===== src/rtl/mem_arb_defs_pkg.sv =====
// Shared definitions for the memory port arbiter.
//   arb_state_e : FSM state encodings (IDLE / fetch outstanding / data outstanding)
//   ARB_FULL_BE : all-ones byte-enable source; slice to the port's BE width
package mem_arb_defs_pkg;

  typedef enum logic [1:0] {
    ARB_IDLE  = 2'd0,
    ARB_IBUSY = 2'd1,
    ARB_DBUSY = 2'd2
  } arb_state_e;

  localparam logic [63:0] ARB_FULL_BE = '1;

endpackage


===== src/rtl/arb_stat_counter.sv =====
// Enable-incrementing 32-bit event counter, wraps on overflow.
//   CLK   : clock, rising edge
//   RSTn  : async active-low reset, clears count
//   inc   : count this cycle
//   count : running total
module arb_stat_counter (
  input  logic        CLK,
  input  logic        RSTn,
  input  logic        inc,
  output logic [31:0] count
);

  always_ff @(posedge CLK or negedge RSTn) begin
    if (!RSTn)    count <= '0;
    else if (inc) count <= count + 32'd1;
  end

endmodule


===== src/rtl/mem_port_arbiter.sv =====
// Shares one single-ported memory between the IF-stage fetch and the MEM-stage
// load/store path. One transaction at a time over a req/ack handshake.
// Ports:
//   CLK, RSTn                          clock / async active-low reset
//   if_req/if_addr/if_kill             fetch request, redirect discard
//   if_valid/if_rdata/if_stall         fetch result pulse, data, stall
//   d_req/d_we/d_be/d_addr/d_wdata     load/store request
//   d_valid/d_rdata/d_stall            completion pulse, load data (held), stall
//   mem_req/mem_we/mem_be/mem_addr/mem_wdata   registered memory request
//   mem_ack/mem_rdata                  memory acknowledge + read data
//   err_timeout                        one-cycle pulse when a request is aborted
// Build option: define ARB_STATS_EN to add stat_if_grants, stat_d_grants and
// stat_stall_cycles (32-bit wrapping counters).
module mem_port_arbiter
  import mem_arb_defs_pkg::*;
#(
  parameter int AW           = 32,
  parameter int DW           = 32,
  parameter int STARVE_LIMIT = 4,
  parameter int TIMEOUT      = 255
) (
  input  logic            CLK,
  input  logic            RSTn,
  input  logic            if_req,
  input  logic [AW-1:0]   if_addr,
  input  logic            if_kill,
  output logic            if_valid,
  output logic [DW-1:0]   if_rdata,
  output logic            if_stall,
  input  logic            d_req,
  input  logic            d_we,
  input  logic [DW/8-1:0] d_be,
  input  logic [AW-1:0]   d_addr,
  input  logic [DW-1:0]   d_wdata,
  output logic            d_valid,
  output logic [DW-1:0]   d_rdata,
  output logic            d_stall,
  output logic            mem_req,
  output logic            mem_we,
  output logic [DW/8-1:0] mem_be,
  output logic [AW-1:0]   mem_addr,
  output logic [DW-1:0]   mem_wdata,
  input  logic            mem_ack,
  input  logic [DW-1:0]   mem_rdata,
  output logic            err_timeout
`ifdef ARB_STATS_EN
  ,
  output logic [31:0]     stat_if_grants,
  output logic [31:0]     stat_d_grants,
  output logic [31:0]     stat_stall_cycles
`endif
);

  localparam int BW = DW / 8;
  localparam int SW = $clog2(STARVE_LIMIT + 1);
  localparam int TW = (TIMEOUT > 1) ? $clog2(TIMEOUT) : 1;

  typedef struct packed {
    logic          we;
    logic [BW-1:0] be;
    logic [AW-1:0] addr;
    logic [DW-1:0] wdata;
  } grant_t;

  arb_state_e    state, state_nxt;
  grant_t        gnt;
  logic [SW-1:0] streak;
  logic          starved, drop, tmo_reach;
  logic          go_i, go_d, done, tmo_hit;

  assign starved = (streak >= SW'(STARVE_LIMIT));

  // Every completion or abort passes through IDLE, which yields the mandatory
  // one-cycle gap before the next mem_req. Arbitration there sees raw request
  // levels, so a requester that keeps its req high is served again.
  always_comb begin
    state_nxt = state;
    go_i      = 1'b0;
    go_d      = 1'b0;
    done      = 1'b0;
    tmo_hit   = 1'b0;
    case (state)
      ARB_IDLE: begin
        if (d_req && (!if_req || !starved)) begin
          go_d      = 1'b1;
          state_nxt = ARB_DBUSY;
        end else if (if_req) begin
          go_i      = 1'b1;
          state_nxt = ARB_IBUSY;
        end
      end
      ARB_IBUSY, ARB_DBUSY: begin
        if (mem_ack) begin
          done      = 1'b1;
          state_nxt = ARB_IDLE;
        end else if (tmo_reach) begin
          tmo_hit   = 1'b1;
          state_nxt = ARB_IDLE;
        end
      end
      default: state_nxt = ARB_IDLE;
    endcase
  end

  always_ff @(posedge CLK or negedge RSTn) begin
    if (!RSTn) state <= ARB_IDLE;
    else       state <= state_nxt;
  end

  // A data grant with a waiting fetch can only happen below the limit, so the
  // increment saturates at STARVE_LIMIT without an explicit clamp.
  always_ff @(posedge CLK or negedge RSTn) begin
    if (!RSTn)                streak <= '0;
    else if (go_i)            streak <= '0;
    else if (go_d && if_req)  streak <= streak + SW'(1);
  end

  // Busy-cycle counter; cleared while idle so each grant starts from zero.
  if (TIMEOUT > 0) begin : g_tmo
    logic [TW-1:0] tcnt;
    always_ff @(posedge CLK or negedge RSTn) begin
      if (!RSTn)                  tcnt <= '0;
      else if (state == ARB_IDLE) tcnt <= '0;
      else                        tcnt <= tcnt + TW'(1);
    end
    assign tmo_reach = (tcnt == TW'(TIMEOUT - 1));
  end else begin : g_no_tmo
    assign tmo_reach = 1'b0;
  end

  always_ff @(posedge CLK or negedge RSTn) begin
    if (!RSTn) begin
      mem_req     <= 1'b0;
      gnt         <= '0;
      drop        <= 1'b0;
      if_valid    <= 1'b0;
      if_rdata    <= '0;
      d_valid     <= 1'b0;
      d_rdata     <= '0;
      err_timeout <= 1'b0;
    end else begin
      if_valid    <= 1'b0;
      d_valid     <= 1'b0;
      err_timeout <= 1'b0;
      if (go_d) begin
        mem_req <= 1'b1;
        drop    <= 1'b0;
        gnt     <= '{we: d_we, be: d_be, addr: d_addr, wdata: d_wdata};
      end else if (go_i) begin
        mem_req <= 1'b1;
        drop    <= 1'b0;
        gnt     <= '{we: 1'b0, be: ARB_FULL_BE[BW-1:0], addr: if_addr, wdata: '0};
      end
      if (state == ARB_IBUSY && if_kill) drop <= 1'b1;
      if (done) begin
        mem_req <= 1'b0;
        if (state == ARB_DBUSY) begin
          d_valid <= 1'b1;
          d_rdata <= mem_rdata;
        end else if (!drop && !if_kill) begin
          // A kill on the ack cycle itself also discards the fetch.
          if_valid <= 1'b1;
          if_rdata <= mem_rdata;
        end
      end
      if (tmo_hit) begin
        mem_req     <= 1'b0;
        err_timeout <= 1'b1;
      end
    end
  end

  assign mem_we    = gnt.we;
  assign mem_be    = gnt.be;
  assign mem_addr  = gnt.addr;
  assign mem_wdata = gnt.wdata;

  // Gated by RSTn so every output reads 0 while reset is held.
  assign if_stall = RSTn & if_req & ~if_valid;
  assign d_stall  = RSTn & d_req  & ~d_valid;

`ifdef ARB_STATS_EN
  logic [2:0]       stat_inc;
  logic [2:0][31:0] stat_cnt;
  assign stat_inc = {if_stall | d_stall, go_d, go_i};
  for (genvar g = 0; g < 3; g++) begin : g_stat
    arb_stat_counter u_cnt (
      .CLK   (CLK),
      .RSTn  (RSTn),
      .inc   (stat_inc[g]),
      .count (stat_cnt[g])
    );
  end
  assign stat_if_grants    = stat_cnt[0];
  assign stat_d_grants     = stat_cnt[1];
  assign stat_stall_cycles = stat_cnt[2];
`endif

endmodule

===== config.mk =====
export PLATFORM = sky130hd
export DESIGN_NAME = mem_port_arbiter
export DESIGN_NICKNAME = d
export VERILOG_FILES = /design/src/rtl/mem_arb_defs_pkg.sv /design/src/rtl/arb_stat_counter.sv /design/src/rtl/mem_port_arbiter.sv
export SDC_FILE = /design/constraint.sdc
export NUM_CORES = 1
export LEC_CHECK = 0
export CAP_MARGIN = 10
export CORE_ASPECT_RATIO = 1.4
export CORE_MARGIN = 8
export CORE_UTILIZATION = 43
export CTS_BUF_LIST = sky130_fd_sc_hd__clkbuf_8
export CTS_CLUSTER_SIZE = 14
export DETAILED_ROUTE_END_ITERATION = 16
export GPL_ROUTABILITY_DRIVEN = 0
export PLACE_DENSITY_LB_ADDON = 0.05
export SYNTH_ARGS = -nofsm -noshare
export SYNTH_HDL_FRONTEND = slang
export SYNTH_HIERARCHICAL = 1
export SYNTH_SLANG_ARGS = --single-unit

===== constraint.sdc =====
create_clock -name CLK -period 1.95 [get_ports CLK]
set_input_delay 0.39 -clock CLK [delete_from_list [all_inputs] [get_ports CLK]]
set_output_delay 0.39 -clock CLK [all_outputs]
set_load 0.05 [all_outputs]

==> out/metrics.csv <==
stage,metric,value,unit
run_status,status,finished clean,
critical_path,R2R depth,7,
cts,Root Buffer Master,clkbuf_8,
global_routing,largest net degree at the start of global routing,148,
floorplan,starting density of the core,43.5,%
timing,final hold vios,0,
yosys,syn_nets,557,
critical_path,Crit path max-delay family,buffers and inverters,
routing,Residual DRC,0,
cts,"Reg clk slew, reported paths",0.09,ns
layout,Layout area overhead,55.6,%
critical_path,CP Launch Type,flip-flop,
global_routing,Total GRT Usage,21.7,%
cts,clk sinks,151,
floorplan,Ports,278,
critical_path,crit path max-delay cell type,dfrtp_1,
critical_path,critical register-to-register path startpoint,state[0],
cts,Num CTS Buffers,17,
critical_path,Crit Path Max Fanout,8,
placed_design,DP Wirelength,14700,um
global_routing,initial antenna violation count,0,
critical_path,RR Endpoint,if_rdata[2],
layout,layout cell share with drive strength beyond 1,24.9,%
layout,# fillers,1081,
yosys,Area contributors post-synth,"dfrtp_1 (63%), mux2_2 (12%), a221o_1 (5.4%)",
critical_path,Stages on worst setup path,7,
yosys,Synth Register Bits,151,
critical_path,R2R Setup Slk,0.03,ns
timing,Fmax,521,MHz
timing,crit path time final,1.92,ns
floorplan,Core Region,13700,um2
global_routing,Congestion Overflow GR,0,
timing,Final Cycle Share,98.4,%
routing,WL per Instance,22.1,um
pwr,P_leak,0.00432,uW
placed_design,Post-Place Cells,866,
global_routing,wire length of the first global-routing pass,29800,um
yosys,synthesized netlist cell count,412,
critical_path,WS Path Type,flip-flop to flip-flop,
yosys,synth warn,6,
yosys,distinct cell type count after synthesis,33,
timing,endpoints failing setup,0,
placed_design,IO buf count,277,
layout,post-route core utilization,67.7,%
layout,number of diodes,0,
yosys,mapped cell area,5970,um2
layout,"commonest non-fill, non-tap cell in the layout",dfrtp_1,
timing,Max-slew headroom,49.0,%
timing,setup_tns,0,ns
routing,DR vias/cell,5.20,
yosys,"area leader, netlist",dfrtp_1,
timing,Final Hold Slack,0.121,ns
layout,"non-filler cells, final",905,
yosys,post-synthesis async set-or-reset flop share,100,%
timing,clock skew,0.00956,ns
pwr,power per cell area,1990,nW/um2
timing,worst slew pin tran,0.764,ns
yosys,Yosys top cell area share,63.2,%
critical_path,Worst EP arrival,2.24,ns
layout,"commonest cells after routing, fill and taps aside","dfrtp_1 (151), clkdlybuf4s50_1 (137), dlygate4sd2_1 (89)",
timing,"Slew Viols, Final",0,
layout,nets@finish,852,
routing,Iter 0 DRT Violations,255,
critical_path,capture point of the worst path,if_rdata[2],
job,maxcap violations,0,
global_routing,vias in the first global route,5167,
worst_hold_path,Hold Crit Class,primary input to async pin,
routing,"wirelength, routed",20000,um
routing,DR pass1 iterations,4,
cts,Worst-Skew Late Latency,0.44,ns
critical_path,CP peak stage delay,0.39,ns
critical_path,CP cell instances,"inv_2, ha_4, nand2_2, nor4_4, buf_4, clkbuf_16, mux2_2",
cts,total number of H-tree levels,4,
critical_path,Critical path origin,state[0],
floorplan,Die W,116,um
routing,via count,4710,
critical_path,worst endpoint required time,2.28,ns
yosys,post-synthesis sequential area ratio,63.2,%
routing,Routed Antenna Nets,0,
cts,CTS tree,built,
yosys,mean post-synth cell area,14.5,um2
critical_path,worst path bufs/invs,3,
floorplan,die area,18000,um2
floorplan,Die H,155,um
yosys,Post-synth EDFFs,0,
cts,Max Root-Sink Buffers,2,
critical_path,CP Capture Type,flip-flop,
yosys,Main synth FF type,dfrtp_1,
floorplan,FP Rows,51,
pwr,Peak VDD IR,1340,uV
==> state kept, by name (all words and copies together), names as in the netlist <==
signal       count
d_rdata         32
d_valid          1
drop             1
err_timeout      1
g_tmo.tcnt       8
if_rdata        32
if_valid         1
mem_addr        32
mem_be           4
mem_req          1
mem_wdata       32
mem_we           1
state            2
streak           3
==> through the flow <==
stage	setup slack, ns	area (um2)	total power, uW
2_1_floorplan	0.152	5970	12800
3_3_place_gp	-0.0394	8950	16700
3_5_place_dp	-0.0449	8950	16900
4_1_cts	0.0650	9210	18500
5_1_grt	-0.0311	9290	19400
6_report	0.0315	9290	18500
==> final cells by class <==
type,instances,area (um2),area share (%)
Tap cell,185,231,2.49
Timing Repair Buffer,301,2870,30.9
Sequential cell,151,3780,40.7
Inverter,4,15.0,0.162
Multi-Input combinational cell,232,2040,21.9
Clock inverter,14,114,1.23
Clock buffer,18,248,2.67
==> metal layers <==
metal	up-vias	track usage [%]	share of wire [%]
li1	2114	-	-
met1	2364	23.6	37
met2	204	36.4	51
met3	28	9.27	10
met4	0	8.12	2.2
met5	-	0	0
==> cells in the mapped netlist, types with 4 or more instances <==
cell      count
nand2_1       7
buf_6         8
a221o_1      32
a21oi_1       5
ha_1          6
dfrtp_1     151
nand3_1       9
inv_1         4
clkbuf_1      4
nor2_1       10
mux2_2       64
a22o_1       36
o211ai_1      4
o22a_1        4
and2_1       32
buf_2        11
==> worst reg2reg max path, delay by kind of cell, from the launching register on <==
family	cells	cell delay, ns
adders and majority gates	1	0.29
muxes	1	0.33
buffers and inverters	3	0.44
and+or+nand+nor	2	0.34
DFF	1	0.39
==> report_power, final <==
| group | switching [uW] | internal (uW) |
|---|---|---|
| logic | 7360 | 3590 |
| registers | 746 | 4590 |
| clock network | 1290 | 946 |
==> repair_timing <==
item,CTS,global route
hold buffers,1,0
hold endpoints to repair,4,0
cloned,0,2
pin swaps,0,1
setup buffers,0,4
endpoints found under the setup margin,89,32
gates resized for setup,89,6
==> logic make-up after synthesis <==
| group | after synthesis | synth area share, % |
|---|---|---|
| DFF | 151 | 63.2 |
| AOI/OAI and AO/OA | 87 | 12.7 |
| and+or+nand+nor | 71 | 6.89 |
| muxes | 65 | 12.3 |
| buffers and inverters | 29 | 3.18 |
| adders and majority gates | 6 | 1.26 |
| xor gates and xnor gates | 3 | 0.440 |
==> how the worst min path moves through the flow <==
stage,startpoint,endpoint,slack (ns),depth (start not counted)
after CTS,RSTn,d_rdata[1],0.14,2
after global routing,RSTn,if_rdata[1],0.16,2
final,RSTn,d_rdata[1],0.12,2
after global placement,RSTn,if_valid,0.20,1
after detailed placement,RSTn,mem_req,0.20,1
after floorplan,RSTn,d_rdata[0],0.09,0
No activity file was read; power rests on OpenSTA's default activity.
